## src/rtl/filter_rx.sv

```systemverilog
// Receive-side decoder for a Filter stream: re-joins the early MSB with the
// shifted body, then buffers {parity, word} in a small FIFO with a ready/valid head.
module filter_rx #(
    parameter int DATA_WIDTH = 16,
    parameter int DEPTH      = 4,
    parameter int CNT_WIDTH  = 8
) (
    input  logic                     clk,
    input  logic                     reset,
    input  logic [DATA_WIDTH-1:0]    io_x_data,
    input  logic                     io_x_valid,
    input  logic                     io_x_parity,
    output logic [DATA_WIDTH-1:0]    io_y_data,
    output logic                     io_y_parity,
    output logic                     io_y_valid,
    input  logic                     io_y_ready,
    output logic [$clog2(DEPTH):0]   io_count,
    output logic                     io_overflow,
    output logic [CNT_WIDTH-1:0]     io_drop_count
);

    localparam int PTR_W = $clog2(DEPTH);
    localparam logic [PTR_W:0] FULL_CNT = (PTR_W + 1)'(DEPTH);

    logic                  msb_q;
    logic [DATA_WIDTH:0]   mem_q [DEPTH];
    logic [PTR_W-1:0]      wr_ptr_q, wr_ptr_d;
    logic [PTR_W-1:0]      rd_ptr_q, rd_ptr_d;
    logic [PTR_W:0]        count_q, count_d;
    logic                  overflow_q, overflow_d;
    logic [CNT_WIDTH-1:0]  drop_q, drop_d;

    logic                  full, empty, pop, push, full_eff, wr_en, drop;
    logic [DATA_WIDTH:0]   wr_entry;

    // The Filter emits a word's MSB one cycle ahead of its shifted body.
    assign wr_entry = {io_x_data[0], msb_q, io_x_data[DATA_WIDTH-1:1]};

    assign full     = (count_q == FULL_CNT);
    assign empty    = (count_q == '0);
    assign pop      = io_y_valid && io_y_ready;
    assign push     = io_x_valid;
    assign full_eff = full && !pop;
    assign wr_en    = push && !full_eff;
    assign drop     = push && full_eff;

    always_comb begin
        wr_ptr_d   = wr_ptr_q;
        rd_ptr_d   = rd_ptr_q;
        count_d    = count_q;
        overflow_d = overflow_q;
        drop_d     = drop_q;
        if (wr_en) begin
            wr_ptr_d = wr_ptr_q + PTR_W'(1);
        end
        if (pop) begin
            rd_ptr_d = rd_ptr_q + PTR_W'(1);
        end
        case ({wr_en, pop})
            2'b10:   count_d = count_q + (PTR_W + 1)'(1);
            2'b01:   count_d = count_q - (PTR_W + 1)'(1);
            default: count_d = count_q;
        endcase
        if (drop) begin
            overflow_d = 1'b1;
            if (drop_q != '1) begin
                drop_d = drop_q + CNT_WIDTH'(1);
            end
        end
    end

    always_ff @(posedge clk) begin
        if (reset) begin
            msb_q      <= 1'b0;
            wr_ptr_q   <= '0;
            rd_ptr_q   <= '0;
            count_q    <= '0;
            overflow_q <= 1'b0;
            drop_q     <= '0;
        end else begin
            msb_q      <= io_x_parity;
            wr_ptr_q   <= wr_ptr_d;
            rd_ptr_q   <= rd_ptr_d;
            count_q    <= count_d;
            overflow_q <= overflow_d;
            drop_q     <= drop_d;
        end
    end

    // Entries are cleared on reset so an empty FIFO presents zeros at its head.
    generate
        for (genvar gi = 0; gi < DEPTH; gi++) begin : g_entry
            always_ff @(posedge clk) begin
                if (reset) begin
                    mem_q[gi] <= '0;
                end else if (wr_en && (wr_ptr_q == PTR_W'(gi))) begin
                    mem_q[gi] <= wr_entry;
                end
            end
        end
    endgenerate

    assign io_y_data     = mem_q[rd_ptr_q][DATA_WIDTH-1:0];
    assign io_y_parity   = mem_q[rd_ptr_q][DATA_WIDTH];
    assign io_y_valid    = !empty;
    assign io_count      = count_q;
    assign io_overflow   = overflow_q;
    assign io_drop_count = drop_q;

endmodule

```

## config.mk

```make
export PLATFORM = sky130hd
export DESIGN_NAME = filter_rx
export DESIGN_NICKNAME = d
export VERILOG_FILES = /design/src/rtl/filter_rx.sv
export SDC_FILE = /design/constraint.sdc
export NUM_CORES = 1
export LEC_CHECK = 0
export ABC_AREA = 1
export BUFFER_PORTS_ARGS = -buffer_cell sky130_fd_sc_hd__buf_2
export CAP_MARGIN = 20
export CORE_MARGIN = 8
export CORE_UTILIZATION = 55
export CTS_BUF_LIST = sky130_fd_sc_hd__clkbuf_8
export DETAILED_ROUTE_END_ITERATION = 10
export PLACE_DENSITY_LB_ADDON = 0.15
export SYNTH_ARGS = -nofsm -noshare
export SYNTH_HDL_FRONTEND = slang
export SYNTH_SLANG_ARGS = --single-unit
```

## constraint.sdc

```tcl
create_clock -name clk -period 2.74 [get_ports clk]
set_clock_uncertainty 0.2 [all_clocks]
set_input_delay 0.822 -clock clk [delete_from_list [all_inputs] [get_ports clk]]
set_output_delay 0.822 -clock clk [all_outputs]
set_load 0.05 [all_outputs]
```

==> results of run 1 <==
==> sequential cells by signal, summed over array words and instances, names as in the netlist, named ones only <==
signal / count
mem_q: 68
io_drop_count: 8
io_count: 3
rd_ptr_q: 2
wr_ptr_q: 2
io_overflow: 1
msb_q: 1
==> cell usage after synthesis (all sizes together) <==
library cell / number / share of area
a21oi: 13 / 0.017
nand4: 4 / 0.0063
nor2: 117 / 0.12
fa: 1 / 0.0050
clkbuf: 6 / 0.0057
xor2: 1 / 0.0022
clkinv: 2 / 0.0035
inv: 40 / 0.039
dfxtp: 19 / 0.096
nor3: 1 / 0.0013
ha: 5 / 0.016
o21ai: 43 / 0.055
buf: 9 / 0.018
xnor2: 1 / 0.0022
o22ai: 17 / 0.027
o21a: 1 / 0.0019
nand2: 39 / 0.042
edfxtp: 68 / 0.51
nand3: 10 / 0.025
==> final cells by class <==
type | instances | area [um2] | share of cell area
clock buffer | 12 | 165 | 0.0360
sequential | 87 | 2420 | 0.528
tap | 99 | 124 | 0.0270
clock inverter | 4 | 76.3 | 0.0166
multi-input combinational | 253 | 1290 | 0.282
timing repair buffer | 58 | 339 | 0.0739
inverter | 42 | 169 | 0.0368
==> cells by family after synthesis <==
logic type,after synthesis,synth area share
AOI/OAI and AO/OA,74,0.101
adders and majority gates,6,0.0208
and+or+nand+nor,171,0.199
DFF,87,0.609
buffers and inverters,57,0.0664
xor gates and xnor gates,2,0.00440
==> worst paths after layout <==
kind,depth (start not counted),to
max,4,io_y_data[5]
min,1,io_overflow
max reg2reg,8,io_count[2]
min reg2reg,1,io_overflow
==> power groups by stage <==
| stage | clock network [W] | logic, W | registers (W) |
|---|---|---|---|
| global route | 0.00110 | 0.000929 | 0.00157 |
| CTS | 0.00104 | 0.000865 | 0.00156 |
| detailed placement | 0 | 0.000863 | 0.00159 |
| global placement | 0 | 0.000851 | 0.00158 |
| finish | 0.00103 | 0.000859 | 0.00156 |
| floorplan | 0 | 0.000615 | 0.00162 |
==> critical path, delay by kind of cell (launching register included) <==
kind	cells	cell delay [ns]
buffers and inverters	2	0.55
DFF	1	0.35
AOI/OAI and AO/OA	2	0.33
==> cells in the final DEF (no fill, tap or decap), types with 4 or more instances in the layout <==
| cell type | netlist | final |
|---|---|---|
| a21oi_1 | 12 | 12 |
| buf_2 | 4 | 50 |
| buf_4 | 1 | 5 |
| clkbuf_8 | 0 | 12 |
| dfxtp_1 | 19 | 19 |
| edfxtp_1 | 68 | 68 |
| ha_1 | 5 | 5 |
| inv_1 | 38 | 38 |
| nand2_1 | 36 | 36 |
| nand3_1 | 6 | 6 |
| nand3_4 | 4 | 4 |
| nand4_1 | 4 | 4 |
| nor2_1 | 98 | 98 |
| nor2_2 | 18 | 18 |
| o21ai_0 | 42 | 42 |
| o22ai_1 | 17 | 17 |
==> timing repair <==
item	in CTS	in global routing
hold buffers	0	0
gates resized for setup	0	1
endpoints found under the setup margin	0	8
==> metal layers <==
| metal | vias up | track usage | wire length [um] |
|---|---|---|---|
| met1 | 1355 | 0.194 | 3620 |
| met2 | 73 | 0.300 | 4070 |
| met4 | 0 | 0.0802 | 191 |
| li1 | 1434 | - | - |
| met5 | - | 0 | 0 |
| met3 | 17 | 0.0366 | 360 |
==> per-stage QoR <==
step           hold WS [ns]  instance area (um2)  utilization  total power [W]  worst slack, ns
3_5_place_dp          0.250                 4340        0.609          0.00245            0.363
4_1_cts               0.278                 4580        0.642          0.00346           0.0486
5_1_grt               0.311                 4590        0.643          0.00359           0.0404
6_report              0.270                 4590        0.643          0.00345            0.134
2_1_floorplan         0.238                 3980            -          0.00223           0.0935
3_3_place_gp          0.247                 4340        0.609          0.00243            0.396
==> parameters.txt, run 1 <==
Parameter                              Value

Outcome
  Run status    completed

GRT
  GR Util All Layers    0.171
  Antenna violations before repair    0
  Overall overflow remaining after global route    0
  Via count of the first global-routing pass    2948
  Pin count of the biggest net entering global routing    35
  Wire length of the first global-routing pass    13500 um

Worst setup path
  Maximum fanout count along the critical path    34
  WP data arrival    roughly 1.6 ns
  Worst-path cell with the longest stage delay    dfxtp_1
  RR Startpoint    io_count[1]
  Critical Path Sink Type    primary output
  Cell-by-cell listing of the critical path    buf_6, o21ai_0, o22ai_1, buf_2
  Crit Path Class    flop to primary output
  Register-to-Register Setup Slack    0.83 ns
  Worst path required time    1.72 ns
  Largest incremental delay on the critical path    about 0.35 ns
  Critical path launch point type    flop

Logic synthesis
  Synthesized area    3980 um2
  Sequential-to-total area share from yosys stat    0.609
  Number of storage elements in the synthesis netlist    87
  Post-Syn Nets    between 400 and 500
  Yosys cell types    30
  Per-instance average area after synthesis    10.0 um2
  YS warnings    0
  Number of instances in the synthesized netlist    approximately 400

Power and ir drop
  Leakage    ~1.9 nW
  PwrDens    752 nW/um2
  VDD IR-drop max    440 uV
  Proportion of power drawn by combinational gates    0.249
  Clock share of power    0.300
  Cell-internal power    about 0.0023 W
  Sequential share of power    0.451
  Net Sw Frac    0.328
  Net switching power    between 0.001 and 0.0015 W

Floorplan
  Die Width    101 um
  Core area    roughly 7000 um2
  Floorplan row count    31
  I/O pin count    between 50 and 60
  Die Footprint    10200 um2
  Initial core utilization    0.558
  Vertical extent of the die    101 um

STA
  Final setup viols    0
  Worst-case headroom to the max-slew limit    0.787
  Final number of max-transition violations    0
  Slew @ Worst Pin    0.318 ns
  Final critical delay including setup and external delays    2.61 ns
  Maximum operating frequency    384 MHz
  RSZ-0062 raised after global routing    false
  Total negative slack for setup checks    0 ns
  Share of the clock period used by the worst path    0.951
  Count of final hold-check violations    0

Detailed routing
  Iteration-0 DRC Markers    109
  Drt total wl    slightly above 8000 um
  Vias post-DR    2879
  Detail-routed via count per cell    5.19
  Post-route antenna net violation count    0
  Routed len/inst    14.9 um
  DRC viols    0
  Initial DRT Pass Iterations    4

Final layout
  Final-layout fill cell count    602
  Synth-to-Final Area Change    15.3%
  Final Instance Count excl. Fillers    555
  Fraction of layout instances using a drive strength above 1    0.232
  Count of antenna diodes in the layout    0
  Final net count    478

Clock tree
  Maximum root-to-sink buffer count    2
  CTS buffer count    9
  Clk pin slew, worst setup/hold paths    0.08 ns
  Clock net sink count    87
  Clock H-tree levels    3
  Setup bufs post-CTS    0
  CTS tree    yes
  Clock Latency Late Sink    0.35 ns
  Clk root buf    clkbuf_8

Job
  Max capacitance violation total    0

Hold path
  Worst hold path type    flop to flop
  Hold path startpoint    io_overflow

Place
  Post-placement cell count    539
  Count of port buffers added during placement    50
  Post-detail-place hpwl    5130 um
  GP Congestion    0.797
No activity file was read; power rests on OpenSTA's default activity.
==> run 2: changes to the inputs <==
- MAX_ROUTING_LAYER: not set -> met4
- PLACE_DENSITY: not set -> 0.72
- PLACE_DENSITY_LB_ADDON: 0.15 -> not set
==> run 2 against run 1 <==
Net effect: die area stayed put; sequential share of layout area is 0.085 points higher; first-iteration DRC count is 60% higher; count of clock-buffer cells in the layout is 3 lower; hold slack hardly changed; maximum frequency is 0.80% lower; via count is 0.45% lower; register-to-register slack hardly changed; critical path type unchanged; highest routed layer unchanged.
==> parameters.txt, run 2 (synthesized netlist as in run 1, its figures left out) <==
Parameter                              Value

Clock tree
  CTS tree    yes
  CTS buffer count    9
  Clock net sink count    87
  Clock H-tree levels    3
  Clk pin slew, worst setup/hold paths    approximately 0.080 ns
  Setup bufs post-CTS    0
  Clk root buf    clkbuf_8
  Clock Latency Late Sink    0.35 ns
  Maximum root-to-sink buffer count    2

Floorplan
  Floorplan row count    31
  Initial core utilization    0.558
  Vertical extent of the die    101 um
  Core area    7140 um2
  Die Footprint    10200 um2
  Die Width    roughly 100 um
  I/O pin count    between 50 and 60

Worst setup path
  Worst path required time    ~1.7 ns
  Crit Path Class    flop to primary output
  Maximum fanout count along the critical path    34
  RR Startpoint    io_count[1]
  Worst Reg2Reg Path Length in Cells    8
  WP data arrival    1.60 ns
  Critical Path Sink Type    primary output
  Critical path launch point type    flop

GRT
  Wire length of the first global-routing pass    13100 um
  Antenna violations before repair    0
  GR Util All Layers    0.172
  Pin count of the biggest net entering global routing    35
  Overall overflow remaining after global route    0
  Via count of the first global-routing pass    2840

STA
  RSZ-0062 raised after global routing    false
  Final setup viols    0
  Post-route setup slack    0.113 ns
  Share of the clock period used by the worst path    0.959
  Count of final hold-check violations    0
  Final critical delay including setup and external delays    2.63 ns
  Worst-case headroom to the max-slew limit    0.785
  Total negative slack for setup checks    0 ns
  Maximum operating frequency    between 300 and 400 MHz
  Final number of max-transition violations    0
  Slew @ Worst Pin    0.323 ns

Final layout
  Max reg flops    68
  Commonest non-fill, non-tap cell in the layout    nor2_1
  Final net count    479
  Top register by number of flip-flops    mem_q
  Final-layout fill cell count    between 600 and 700
  Synth-to-Final Area Change    15.2%
  Fraction of layout instances using a drive strength above 1    0.241
  Post-layout utilization of the core    0.642
  Count of antenna diodes in the layout    0
  Final instance area    ~4600 um2
  Commonest cells after routing, fill and taps aside    nor2_1 (98), edfxtp_1 (68), buf_2 (44), o21ai_0 (42)

Place
  GP Congestion    0.872
  Total cell area at the placement stage    4340 um2
  Post-detail-place hpwl    5190 um
  Count of port buffers added during placement    50
  Setup slack at placement    about 0.35 ns

Detailed routing
  Post-route antenna net violation count    0
  DRC viols    0
  Drt total wl    7960 um
  Vias post-DR    2866
  Routed len/inst    14.3 um
  Iteration-0 DRC Markers    174
  Initial DRT Pass Iterations    5
  Detail-routed via count per cell    5.15

Power and ir drop
  Sequential share of power    0.455
  Leakage    between 1.5 and 2 nW
  Post-layout total power    0.00343 W
  VDD IR-drop max    305 uV
  Net switching power    0.00116 W
  Proportion of power drawn by combinational gates    0.251
  Net Sw Frac    0.340
  Cell-internal power    0.00226 W
  Clock share of power    0.293
  PwrDens    748 nW/um2

Hold path
  Hold Crit Depth    1
  Worst hold path type    flop to flop
  Hold path startpoint    io_overflow

Job
  Max capacitance violation total    0

Outcome
  Run status    completed
-- run 2: changes by cell type in the layout (fill, tap and decap cells not counted), moves of 2 or more --
| cell | change |
|---|---|
| inv_6 | +3 |
| buf_2 | -6 |
| inv_1 | -2 |
| clkbuf_4 | +6 |
| inv_2 | +2 |
| buf_4 | +2 |
| clkbuf_8 | -3 |
-- run 2: repair_timing --
item | in CTS | in global routing
gates resized for setup | 0 | 10
hold endpoints to repair | 0 | 0
setup endpoints to repair | 0 | 17
hold buffers | 0 | 0
-- run 2: through the flow --
stage | hold slack [ns] | std cells
2_1_floorplan | 0.238 | 397
3_3_place_gp | 0.246 | 540
3_5_place_dp | 0.252 | 540
4_1_cts | 0.274 | 556
5_1_grt | 0.285 | 556
6_report | 0.270 | 556
-- run 2: worst paths after layout --
check	end	slack [ns]
setup / recovery	io_y_data[5]	0.11
hold / removal	io_overflow	0.27
setup reg to reg	io_count[2]	0.83
hold reg to reg	io_overflow	0.27
-- run 2: power groups by stage --
stage               sequential, W  clock [W]  combinational (W)
floorplan                 0.00162          0           0.000615
global placement          0.00159          0           0.000843
detailed placement        0.00159          0           0.000852
CTS                       0.00156    0.00102           0.000853
global route              0.00157    0.00105           0.000933
finish                    0.00156    0.00101           0.000862
-- run 2: per-layer routing --
metal / vias up / wire length [um] / GRT usage
met5: - / 0 / -
met4: 0 / 195 / 0.0928
met3: 18 / 484 / 0.0359
met2: 95 / 3820 / 0.271
met1: 1316 / 3460 / 0.202
li1: 1437 / - / -
-- run 2: cell type report --
cell class,count,area (um2),share of cell area
clock inverter,7,101,0.0221
sequential,87,2420,0.529
inverter,42,169,0.0369
tap,99,124,0.0270
multi-input combinational,253,1290,0.282
clock buffer,9,124,0.0270
timing repair buffer,59,349,0.0762
-- run 2: critical path, cell delays in order, from the launching register on --
cell and delay [ns]:
dfxtp_1 0.37, buf_6 0.25, o21ai_0 0.13, o22ai_1 0.20, buf_2 0.30
==> run 3: changes to the inputs <==
- CORE_MARGIN: 8 -> not set
==> run 3 against run 2 <==
Net effect: critical path depth up 1; largest cell class unchanged; first-iteration DRC count up 47%; highest routed layer unchanged; sequential power about the same; cell area down 1.0%; utilization up 1.5 points; sequential share of layout area up 0.53 points; register-to-register slack worse by 0.03 ns; clock power down 22%; sequential cell count unchanged; worst setup slack worse by 0.024 ns; count of clock-buffer cells in the layout unchanged; cell count unchanged.
==> parameters.txt, run 3 (synthesized netlist as in run 1, its figures left out) <==
Parameter                              Value

Outcome
  Run status    completed

Worst setup path
  Reg-to-reg critical path endpoint    io_count[2]
  WP data arrival    between 1.5 and 2 ns
  Crit Path Class    flop to primary output
  Critical Path Sink Type    primary output
  Maximum fanout count along the critical path    12
  Register-to-Register Setup Slack    0.80 ns
  Worst path required time    ~1.7 ns
  Critical path launch point type    flop
  RR Startpoint    io_count[1]
  Worst Reg2Reg Path Length in Cells    8

Power and ir drop
  Leakage    1.91 nW
  VDD IR-drop max    around 400 uV
  Post-layout total power    around 0.0032 W
  PwrDens    between 700 and 800 nW/um2

Detailed routing
  Vias post-DR    2890
  Detail-routed via count per cell    just over 5
  DRC viols    0
  Initial DRT Pass Iterations    4
  Post-route antenna net violation count    0
  Iteration-0 DRC Markers    255
  Routed len/inst    around 14 um
  Drt total wl    approximately 7600 um

Job
  Max capacitance violation total    0

STA
  Slew @ Worst Pin    0.321 ns
  Worst-case headroom to the max-slew limit    0.786
  Maximum operating frequency    377 MHz
  Final setup viols    0
  Count of final hold-check violations    0
  Final critical delay including setup and external delays    2.65 ns
  Share of the clock period used by the worst path    0.968
  RSZ-0062 raised after global routing    false
  Total negative slack for setup checks    0 ns
  Min Hold Slack    0.274 ns
  Final number of max-transition violations    0

Place
  GP Congestion    0.807
  Post-detail-place hpwl    4980 um
  Post-placement cell count    540
  Count of port buffers added during placement    50

GRT
  Via count of the first global-routing pass    2757
  Antenna violations before repair    0
  Overall overflow remaining after global route    0
  GR Util All Layers    0.229
  Wire length of the first global-routing pass    12600 um
  Pin count of the biggest net entering global routing    35

Final layout
  Max reg flops    68
  Final Instance Count excl. Fillers    556
  Synth-to-Final Area Change    14.0%
  Final net count    482
  Commonest cells after routing, fill and taps aside    nor2_1 (98), edfxtp_1 (68), buf_2 (49), o21ai_0 (42), inv_1 (38)
  Count of antenna diodes in the layout    0
  Commonest non-fill, non-tap cell in the layout    nor2_1
  Fraction of layout instances using a drive strength above 1    0.237
  Top register by number of flip-flops    mem_q

Floorplan
  Initial core utilization    0.576
  Vertical extent of the die    87.1 um
  I/O pin count    51
  Core area    6910 um2
  Die Width    87.1 um
  Die Footprint    7580 um2
  Floorplan row count    30

Hold path
  Hold path startpoint    io_overflow
  Worst hold path type    flop to flop
  Hold Crit Depth    1
  Endpoint of the worst hold path    io_overflow

Clock tree
  Maximum root-to-sink buffer count    2
  CTS tree    yes
  CTS buffer count    9
  Clock Latency Late Sink    0.35 ns
  Quantity of hold-fixing buffers added after cts    0
  Clock H-tree levels    3
  Clk root buf    clkbuf_8
  Setup bufs post-CTS    0
  Clock net sink count    87
  Clk pin slew, worst setup/hold paths    0.08 ns
==> run 3: cell count changes in the layout (fill, tap and decap cells not counted) <==
cell,change
inv_6,-2
dfxtp_2,-1
dfxtp_1,+1
buf_4,+3
clkbuf_4,-5
inv_1,+2
inv_2,-1
buf_2,+5
bufinv_16,-2
clkinv_4,+2
clkinv_1,+1
==> run 3: metrics by stage <==
step	instance area (um2)	utilization	worst slack, ns
after floorplan	3980	-	0.0935
after global placement	4360	0.631	0.374
after detailed placement	4360	0.631	0.287
after CTS	4530	0.656	0.0309
after global routing	4540	0.657	0.000920
final	4540	0.657	0.0888
==> run 3: area by class of cell <==
class                      instances  area (um2)
clock inverter                     7        48.8
inverter                          42         169
clock buffer                       9         124
sequential                        87        2420
fill                             594        2370
tap                               96         120
multi-input combinational        253        1290
timing repair buffer              62         359
==> run 3: routing by layer <==
metal,GRT usage,share of wire
met4,0.124,0.022
met3,0.0322,0.052
met2,0.370,0.49
met1,0.279,0.44
met5,-,0
==> run 3: what timing repair did <==
action | in CTS | in global routing
endpoints found under the setup margin | 6 | 11
cloned | 0 | 0
gates resized for setup | 1 | 2
==> run 3: worst max-delay path by stage <==
stage / startpoint / to / slack (ns) / depth (start not counted)
2_1_floorplan: flop / io_y_data[10] / 0.09 / 5
3_3_place_gp: flop / io_y_data[6] / 0.37 / 5
5_1_grt: flop / io_y_data[1] / 0.0009 / 5
3_5_place_dp: io_y_ready / io_count[2] / 0.29 / 9
6_report: flop / io_y_data[6] / 0.09 / 5
4_1_cts: flop / io_y_data[6] / 0.03 / 4
==> run 3: worst max-delay path: stages (launching register included) <==
cell and delay (ns):
dfxtp_1 0.33, inv_2 0.16, buf_4 0.21, o21ai_0 0.09, o22ai_1 0.21, clkbuf_4 0.28
==> run 3: power by group <==
| part | switching, W | leakage, nW | internal [W] |
|---|---|---|---|
| combinational | 0.000642 | 0.960 | 0.000209 |
| clock | 0.000459 | 0.0847 | 0.000329 |
| sequential | 0.0000348 | 0.868 | 0.00152 |
